==> src/rtl/fb_pkg.sv <==
// Shared definitions for the framebuffer write scheduler slice.
package fb_pkg;
  localparam int COORD_W   = 10;
  localparam int H_RES_DEF = 640;
  localparam int V_RES_DEF = 480;

  typedef enum logic {
    ARB   = 1'b0,
    CLEAR = 1'b1
  } state_t;
endpackage

==> src/rtl/rr_arbiter.sv <==
// Round-robin arbiter: one-hot grant starting the scan at rr_ptr; pointer
// advances past the winner whenever a grant is issued.
module rr_arbiter #(
  parameter  int NUM_ENG = 4,
  localparam int IDX_W   = $clog2(NUM_ENG)
) (
  input  logic               clk,
  input  logic               rst,
  input  logic [NUM_ENG-1:0] req,
  input  logic               en,
  output logic [NUM_ENG-1:0] grant,
  output logic [IDX_W-1:0]   grant_idx
);
  localparam int unsigned N = NUM_ENG;

  logic [IDX_W-1:0] rr_ptr;
  logic             found;

  always_comb begin
    grant     = '0;
    grant_idx = '0;
    found     = 1'b0;
    for (int unsigned k = 0; k < N; k++) begin
      logic [IDX_W-1:0] idx;
      idx = IDX_W'((32'(rr_ptr) + k) % N);
      if (en && !found && req[idx]) begin
        found      = 1'b1;
        grant[idx] = 1'b1;
        grant_idx  = idx;
      end
    end
  end

  always_ff @(posedge clk) begin
    if (rst) begin
      rr_ptr <= '0;
    end else if (found) begin
      rr_ptr <= (grant_idx == IDX_W'(N - 1)) ? '0 : grant_idx + 1'b1;
    end
  end
endmodule

==> src/rtl/fb_write_scheduler.sv <==
// Framebuffer write-port scheduler: HPS > round-robin engines, plus a
// full-frame clear sequencer. Optional counters under FB_WR_STATS_EN.
module fb_write_scheduler
  import fb_pkg::*;
#(
  parameter int NUM_ENG = 4,
  parameter int WIDTH   = 8,
  parameter int H_RES   = H_RES_DEF,
  parameter int V_RES   = V_RES_DEF
) (
  input  logic                       clk,
  input  logic                       rst,
  input  logic [NUM_ENG-1:0]         eng_valid,
  output logic [NUM_ENG-1:0]         eng_ready,
  input  logic [COORD_W*NUM_ENG-1:0] eng_x,
  input  logic [COORD_W*NUM_ENG-1:0] eng_y,
  input  logic [WIDTH*NUM_ENG-1:0]   eng_rgb,
  input  logic                       hps_valid,
  output logic                       hps_ready,
  input  logic [COORD_W-1:0]         hps_x,
  input  logic [COORD_W-1:0]         hps_y,
  input  logic [WIDTH-1:0]           hps_rgb,
  input  logic                       clear_start,
  input  logic [WIDTH-1:0]           clear_rgb,
  output logic                       clear_busy,
  output logic                       clear_done,
`ifdef FB_WR_STATS_EN
  output logic [15:0]                drop_cnt,
  output logic [31:0]                wr_cnt,
`endif
  output logic                       fb_write,
  output logic [COORD_W-1:0]         fb_x,
  output logic [COORD_W-1:0]         fb_y,
  output logic [WIDTH-1:0]           fb_wrgb
);
  localparam int IDX_W = $clog2(NUM_ENG);
  localparam logic [COORD_W-1:0] X_MAX = COORD_W'(H_RES - 1);
  localparam logic [COORD_W-1:0] Y_MAX = COORD_W'(V_RES - 1);

  state_t             state;
  logic [COORD_W-1:0] cx, cy;
  logic [WIDTH-1:0]   crgb;

  logic               arb_open;
  logic [IDX_W-1:0]   gidx;
  logic               xfer;
  logic               in_range;
  logic [COORD_W-1:0] sel_x, sel_y;
  logic [WIDTH-1:0]   sel_rgb;

  // A clear_start in ARB closes the port for that cycle so it cannot race a grant.
  assign arb_open  = (state == ARB) && !clear_start;
  assign hps_ready = arb_open && hps_valid;

  rr_arbiter #(.NUM_ENG(NUM_ENG)) u_arb (
    .clk      (clk),
    .rst      (rst),
    .req      (eng_valid),
    .en       (arb_open && !hps_valid),
    .grant    (eng_ready),
    .grant_idx(gidx)
  );

  always_comb begin
    sel_x   = hps_x;
    sel_y   = hps_y;
    sel_rgb = hps_rgb;
    if (!hps_ready) begin
      sel_x   = eng_x[gidx*COORD_W +: COORD_W];
      sel_y   = eng_y[gidx*COORD_W +: COORD_W];
      sel_rgb = eng_rgb[gidx*WIDTH +: WIDTH];
    end
  end

  assign xfer     = hps_ready || (|eng_ready);
  assign in_range = (sel_x <= X_MAX) && (sel_y <= Y_MAX);

  always_ff @(posedge clk) begin
    if (rst) begin
      state      <= ARB;
      cx         <= '0;
      cy         <= '0;
      crgb       <= '0;
      clear_busy <= 1'b0;
      clear_done <= 1'b0;
      fb_write   <= 1'b0;
      fb_x       <= '0;
      fb_y       <= '0;
      fb_wrgb    <= '0;
    end else begin
      fb_write   <= 1'b0;
      clear_done <= 1'b0;
      case (state)
        ARB: begin
          if (clear_start) begin
            state      <= CLEAR;
            clear_busy <= 1'b1;
            crgb       <= clear_rgb;
            cx         <= '0;
            cy         <= '0;
          end else if (xfer && in_range) begin
            fb_write <= 1'b1;
            fb_x     <= sel_x;
            fb_y     <= sel_y;
            fb_wrgb  <= sel_rgb;
          end
        end
        CLEAR: begin
          fb_write <= 1'b1;
          fb_x     <= cx;
          fb_y     <= cy;
          fb_wrgb  <= crgb;
          if (cx == X_MAX) begin
            cx <= '0;
            if (cy == Y_MAX) begin
              state      <= ARB;
              clear_busy <= 1'b0;
              clear_done <= 1'b1;
            end else begin
              cy <= cy + 1'b1;
            end
          end else begin
            cx <= cx + 1'b1;
          end
        end
        default: state <= ARB;
      endcase
    end
  end

`ifdef FB_WR_STATS_EN
  always_ff @(posedge clk) begin
    if (rst) begin
      drop_cnt <= '0;
      wr_cnt   <= '0;
    end else begin
      if (xfer && !in_range && (drop_cnt != '1))
        drop_cnt <= drop_cnt + 1'b1;
      if ((state == CLEAR) || (xfer && in_range))
        wr_cnt <= wr_cnt + 1'b1;
    end
  end
`endif
endmodule

==> config.mk <==
export PLATFORM = sky130hd
export DESIGN_NAME = fb_write_scheduler
export DESIGN_NICKNAME = d
export VERILOG_FILES = /design/src/rtl/fb_pkg.sv /design/src/rtl/rr_arbiter.sv /design/src/rtl/fb_write_scheduler.sv
export SDC_FILE = /design/constraint.sdc
export NUM_CORES = 1
export LEC_CHECK = 0
export ABC_AREA = 1
export BUFFER_PORTS_ARGS = -buffer_cell sky130_fd_sc_hd__buf_2
export CAP_MARGIN = 20
export CORE_ASPECT_RATIO = 0.75
export CORE_MARGIN = 2
export CORE_UTILIZATION = 28
export DETAILED_ROUTE_END_ITERATION = 7
export GPL_ROUTABILITY_DRIVEN = 0
export PLACE_DENSITY = 0.49
export SLEW_MARGIN = 20
export SYNTH_ARGS = -nofsm -noshare
export SYNTH_HDL_FRONTEND = slang
export SYNTH_SLANG_ARGS = --single-unit
export TNS_END_PERCENT = 5
==> constraint.sdc <==
create_clock -name clk -period 5.3 [get_ports clk]
set_clock_uncertainty 0.2 [all_clocks]
set_input_delay 0.265 -clock clk [delete_from_list [all_inputs] [get_ports clk]]
set_output_delay 0.265 -clock clk [all_outputs]
set_load 0.03 [all_outputs]
Yosys cells after proc, flatten, opt, wreduce, memory -nomap -nowiden. Index checks and enable logic that the tools add are counted.

Add/subtract/negate cells: 6. Multipliers: 1. Order comparisons: 10. Equal/unequal tests: 9. Shifts and indexed selects: 3. Mux-type cells: 59. Bitwise operators: 5. Reduce and logical (&&, ||, !) cells: 28.

Operators with widths (number): $mux W10 (10); $pmux W10 S2 (4); $shiftx A40 B7 Y10 (2); $shiftx A32 B6 Y8 (1); $mux W8 (3); $mux W1 (21); $add A10 B1 Y10 const B (2); $logic_and A1 B1 Y1 (16); $mux W4 (4); $pmux W8 S2 (1); $lt A2 B3 Y1 const B (4); $or A4 B4 Y4 (3); $eq A10 B10 Y1 const B (1); $eq A10 B9 Y1 const B (1); $le A10 B10 Y1 const B (1); $le A10 B9 Y1 const B (1); $mux W2 (5); $bmux W1 S2 (4); $demux W1 S2 (4); $ge A2 B1 Y1 const B (4); $ne A2 B1 Y1 const B (3); $ne A2 B2 Y1 const B (3); $pmux W1 S2 (3); $reduce_and A3 Y1 (2); other kinds (10) (18).

Flip-flop bits (word level): 62. Input bits: 156. Logic and storage cells: 132.

Longest topological paths before layout.
Word-level depth: 26. Depth in mapped cells: 24.

By module. Synthesis repeated with hierarchy kept, for this count alone.

Cells, all modules: 748. Area, all modules: 4524.3 um^2.

Modules (own cells, without submodules): fb_write_scheduler (times used 1, cells each 654, area each 3926.3 um^2, sequential area each 1201.2 um^2); rr_arbiter (times used 1, cells each 94, area each 598.1 um^2, sequential area each 40.0 um^2).

Worst setup path after synthesis. Ideal clock, no wire load.

Path kind: flip-flop to flip-flop. From: register u_arb.rr_ptr[1]. To: register fb_wrgb[0]. Setup time: 0.140 ns. Arrival: 2.653 ns. Slack: 2.307 ns. Cell stages (with the launch flop): 21. Path through: dfxtp_1 buf_2 inv_2 ha_1 inv_1 nand3_2 nand2_2 nand3_2 nor2_4 nand2_1 o21ai_1 nand2_2 buf_2 nand2_1 nand3_1 a21oi_2 nand3_2 buf_6 buf_8 nand3_2 a21oi_2.

Word-level cells in the longest chain between the ends: 24. Elaborated cells on any way between the ends: 73.

RTL lines: start: declaration (line rr_arbiter.sv:16) `logic [IDX_W-1:0] rr_ptr;`; start signal: assignment (line rr_arbiter.sv:38) `rr_ptr <= (grant_idx == IDX_W'(N - 1)) ? '0 : grant_idx + 1'b1;`; $bmux W1 S2 (line rr_arbiter.sv:26) `if (en && !found && req[idx]) begin`; $mux W1 (not written as such) (line rr_arbiter.sv:26); $logic_and A1 B1 Y1 (line rr_arbiter.sv:26); $mux W1 (line rr_arbiter.sv:26); $logic_not A1 Y1 (line rr_arbiter.sv:26); $logic_and A1 B1 Y1 (2 in a row) (line rr_arbiter.sv:26); $mux W1 (line rr_arbiter.sv:26); $logic_not A1 Y1 (line rr_arbiter.sv:26); (+7 left out); $mul A2 B3 Y5 (line fb_write_scheduler.sv:69, fb_write_scheduler.sv:70); $shiftx A40 B7 Y10 (on tied branches) (line fb_write_scheduler.sv:69, fb_write_scheduler.sv:70); $mux W10 (line fb_write_scheduler.sv:68) `if (!hps_ready) begin`; $le A10 B10 Y1 / $le A10 B9 Y1 (equally long branches) (line fb_write_scheduler.sv:76) `assign in_range = (sel_x <= X_MAX) && (sel_y <= Y_MAX);`; $logic_and A1 B1 Y1 (line fb_write_scheduler.sv:76); $logic_and A1 B1 Y1 (line fb_write_scheduler.sv:101) `end else if (xfer && in_range) begin`; $ne A2 B1 Y1 (no source line); $reduce_and A2 Y1 (no source line); end signal: assignment (line fb_write_scheduler.sv:105) `fb_wrgb <= sel_rgb;`; end signal: assignment (line fb_write_scheduler.sv:112) `fb_wrgb <= crgb;`; end: declaration (line fb_write_scheduler.sv:34) `output logic [WIDTH-1:0] fb_wrgb`.

Several ways; a longest one is shown, not always the timed one. The select of a mux whose other input is x is not followed. A chain may end at the register's enable or synchronous reset.

Final worst setup path.
From: register u_arb.rr_ptr[0]. To: register fb_y[3].

Word-level cells in the longest chain between the ends: 24. Elaborated cells on any way between the ends: 71.

RTL lines: $bmux W1 S2 (line rr_arbiter.sv:26); $mux W1 (not written as such) (line rr_arbiter.sv:26); $logic_and A1 B1 Y1 (line rr_arbiter.sv:26); $mux W1 (line rr_arbiter.sv:26); $logic_not A1 Y1 (line rr_arbiter.sv:26); $logic_and A1 B1 Y1 (2 in a row) (line rr_arbiter.sv:26); $mux W1 (line rr_arbiter.sv:26); $logic_not A1 Y1 (line rr_arbiter.sv:26); (+7 left out); $mul A2 B3 Y5 (line fb_write_scheduler.sv:69, fb_write_scheduler.sv:70); $shiftx A40 B7 Y10 (on tied branches) (line fb_write_scheduler.sv:69, fb_write_scheduler.sv:70); $mux W10 (line fb_write_scheduler.sv:68); $le A10 B10 Y1 / $le A10 B9 Y1 (equally long branches) (line fb_write_scheduler.sv:76); $logic_and A1 B1 Y1 (line fb_write_scheduler.sv:76); $logic_and A1 B1 Y1 (line fb_write_scheduler.sv:101); $ne A2 B1 Y1 (no source line); $reduce_and A2 Y1 (no source line); end signal: assignment (line fb_write_scheduler.sv:104) `fb_y <= sel_y;`; end signal: assignment (line fb_write_scheduler.sv:111) `fb_y <= cy;`; end: declaration (line fb_write_scheduler.sv:33) `output logic [COORD_W-1:0] fb_y,`.

Several ways; a longest one is shown, not always the timed one. The select of a mux whose other input is x is not followed.

==> impl_metrics.yaml <==
setup_path:
  crit_chain: "inv_6, ha_1, inv_1, nand3_2, nand2_2, inv_2, o21bai_2, nand4_1, nand2_2, nand2_1, nand3_1, nand2_1, nand2_1, nand2_1, nor2_1, nand2_1, nand3_2, buf_4, nand2_4, nand2_1, a21oi_1"
  cp.required_ns: 5.29
  r2r_setup_slack_ns: 1.0
  crit_top_cell: "nand2_1"
  worstSetupStartpoint: "u_arb.rr_ptr[0]"
  cpLargestDelayFamily: "simple AND/OR/NAND/NOR gates"
  path_class: "reg -> reg"
  slowest_stage: "dfxtp_1"
  critPathArrivalTime_ns: 4.29
  slowest_delay_ns: 0.58
  end_kind: "flip-flop"
  rr_endpoint: "fb_y[3]"
  rr_worst_depth: 21
  critPathMaxFanout: 30
  timing.rr.start: "u_arb.rr_ptr[0]"
  cp_num_buf_inv: 4
  cp-start-kind: "flip-flop"
worst_hold_path:
  hold_start: "clear_rgb[0]"
  worstHoldPathCells: 3
  hold_path.class: "in -> reg"
  min_to: "crgb[0]"
drt:
  via_per_inst: 4.86
  dr_total_vias: 5464
  drt_pass1_iterations: 4
  ant_nets: 0
  finalWirelength_um: 18200
  wl_per_cell_um: 16.2
  route.detailed.drc: 0
  drt_iter0_markers: 306
cts:
  root_buffer: "clkbuf_16"
  cts_buffer_depth: 2
  clk-insertion-delay-late_ns: 0.33
  cts_setup_buffers: 0
  cts_inserted_buffers: 9
  cts_resized: 0
  htree_levels: 3
  cts_tree: "done"
  clk_pin_slew_ns: 0.06
  cts_num_sinks: 62
  holdBufCountCts: 6
floorplanning:
  io_pins: 192
  core-area_um2: 16200
  die_y_um: 116
  num_rows: 40
  die_w_um: 154
  dieArea_um2: 17800
  initial_utilization_pct: 29.0
global_routing:
  gr-total-overflow: 0
  grt_pass1_wl_um: 28500
  grt_max_degree: 64
  grt_pass1_vias: 5220
  grt_antenna_before_repair: 1
  grt_usage_pct: 20.4
timing:
  fin_ws_ns: 0.998
  relSlewSlack_pct: 52.0
  period_share_pct: 81.2
  grt_setup_unrepaired: "no"
  tns_ns: 0
  setup_viol: 0
  tightest_slew_ns: 0.720
  fmax_mhz: 232
  hold_viol_final: 0
  maxSlewViolCount: 0
  fin_crit_ns: 4.30
synth:
  syn-cell-area_um2: 4690
  synth_top_area_share_pct: 26.4
  synth_cell_types: 42
  synthTopCellsByArea: "dfxtp_1 26%, nand2_1 12%, nand3_1 8.6%, o211ai_1 7.5%, o21ai_0 5.9%"
  yosysTopAreaCell: "dfxtp_1"
  synth_commonest_cells: "150 x nand2_1, 81 x nand3_1, 70 x nor2_1"
  syn_avg_cell_area_um2: 6.38
  postSynthCellCount: 736
  yosys_warnings: 0
  synth-seq-area-share_pct: 26.4
  async_flop_share_pct: 0
  synth.most_common_cell: "nand2_1"
  ys.flop_type: "dfxtp_1"
  syn-num-nets: 898
  synth_seq_cells: 62
  synth_edf_count: 0
final_layout:
  drive_above_1_share_pct: 31.7
  diodes: 0
  fillers: 1826
  area.growth.synth_to_final_pct: 30.6
  multi_input_area_um2: 2930
  fin_cells: 1125
  seq_area_um2: 1240
  design_area_um2: 6130
  fin_nets: 1072
power:
  peakVddDrop_uv: 183
  p_per_area_nw_per_um2: 408
  power_mw: 2.50
  p_leak_nw: 2.83
outcome:
  status: "finished clean"
place:
  place_inst: 1103
  dp_hpwl_um: 13900
  io_buffers: 191
  place_ws_ns: 1.05
  dpl_cell_area_um2: 5750
run:
  drv_cap: 0
## worst max-delay path by stage
stage | endpoint | slack (ns) | cells after the start
global placement | fb_y[3] | 1.16 | 21
finish | fb_y[3] | 1.0 | 21
detailed placement | fb_y[2] | 1.05 | 21
floorplan | fb_wrgb[0] | 2.31 | 20
CTS | fb_y[3] | 1.03 | 21
global route | fb_y[3] | 0.57 | 21
## report_power, final
part           switching, mW  total (mW)  internal, mW
sequential            0.0516       0.577         0.525
combinational          0.872        1.29         0.415
clock                  0.212       0.635         0.423
## worst reg2reg max path, delay by kind of cell, from the launching register on
kind                     cells  cell delay (ns)
AO/OA/AOI/OAI                2             0.21
AND/OR/NAND/NOR             14             2.13
flip-flops                   1             0.58
buffers and inverters        4             0.64
adder cells (fa/ha/maj)      1             0.39
## layout by cell type (no fill, tap or decap), types with 3 or more instances in the layout
cell           count
o211ai_1          47
a21oi_1           41
nor2_1            70
inv_2              3
inv_1             66
nand3_2           15
nand3_1           81
nand2_2            8
a21oi_2           11
o221ai_1           3
dlygate4sd3_1      6
ha_1               6
or2_2             30
o21ai_0           55
nand4_1            6
buf_4             10
clkinv_1           3
buf_2            191
nor3_1             9
clkbuf_16          9
nand2_1          150
dfxtp_1           62
## flip-flops by register name, indices dropped and copies added (netlist names)
register      flops
clear_done        1
fb_write          1
fb_x             10
fb_y             10
clear_busy        1
fb_wrgb           8
state             1
u_arb.rr_ptr      2
crgb              8
cy               10
cx               10
## layer usage
metal / global-route usage [%] / vias to the layer above / routed length [um]
met4: 4.83 / 2 / 241
li1: - / 2824 / -
met2: 31.2 / 193 / 7620
met5: 0 / - / 13
met3: 6.20 / 17 / 1340
met1: 28.3 / 2428 / 8970
## logic make-up (layout without fill, tap and decap cells)
group,Yosys count,after routing,share of synthesized area (%)
and+or+nand+nor,380,380,38.4
AOI/OAI and AO/OA,169,169,22.3
adders and majority gates,6,6,1.60
buffers and inverters,118,297,11.1
DFF,62,62,26.4
xor gates and xnor gates,1,1,0.187
## stage by stage
stage | utilization [%] | hold slack, ns
finish | 37.8 | 0.0288
global route | 37.8 | 0.0166
CTS | 37.8 | 0.0102
detailed placement | 35.5 | 0.247
global placement | 35.5 | 0.240
floorplan | - | 0.200
## layout make-up
| type | instances | area share (%) |
|---|---|---|
| Inverter | 74 | 4.65 |
| Clock buffer | 12 | 4.02 |
| Multi-Input combinational cell | 556 | 47.8 |
| Sequential cell | 62 | 20.2 |
| Clock inverter | 4 | 1.14 |
| Tap cell | 210 | 4.29 |
| Timing Repair Buffer | 207 | 17.8 |
Note: power is estimated with default switching activity, not from simulation.
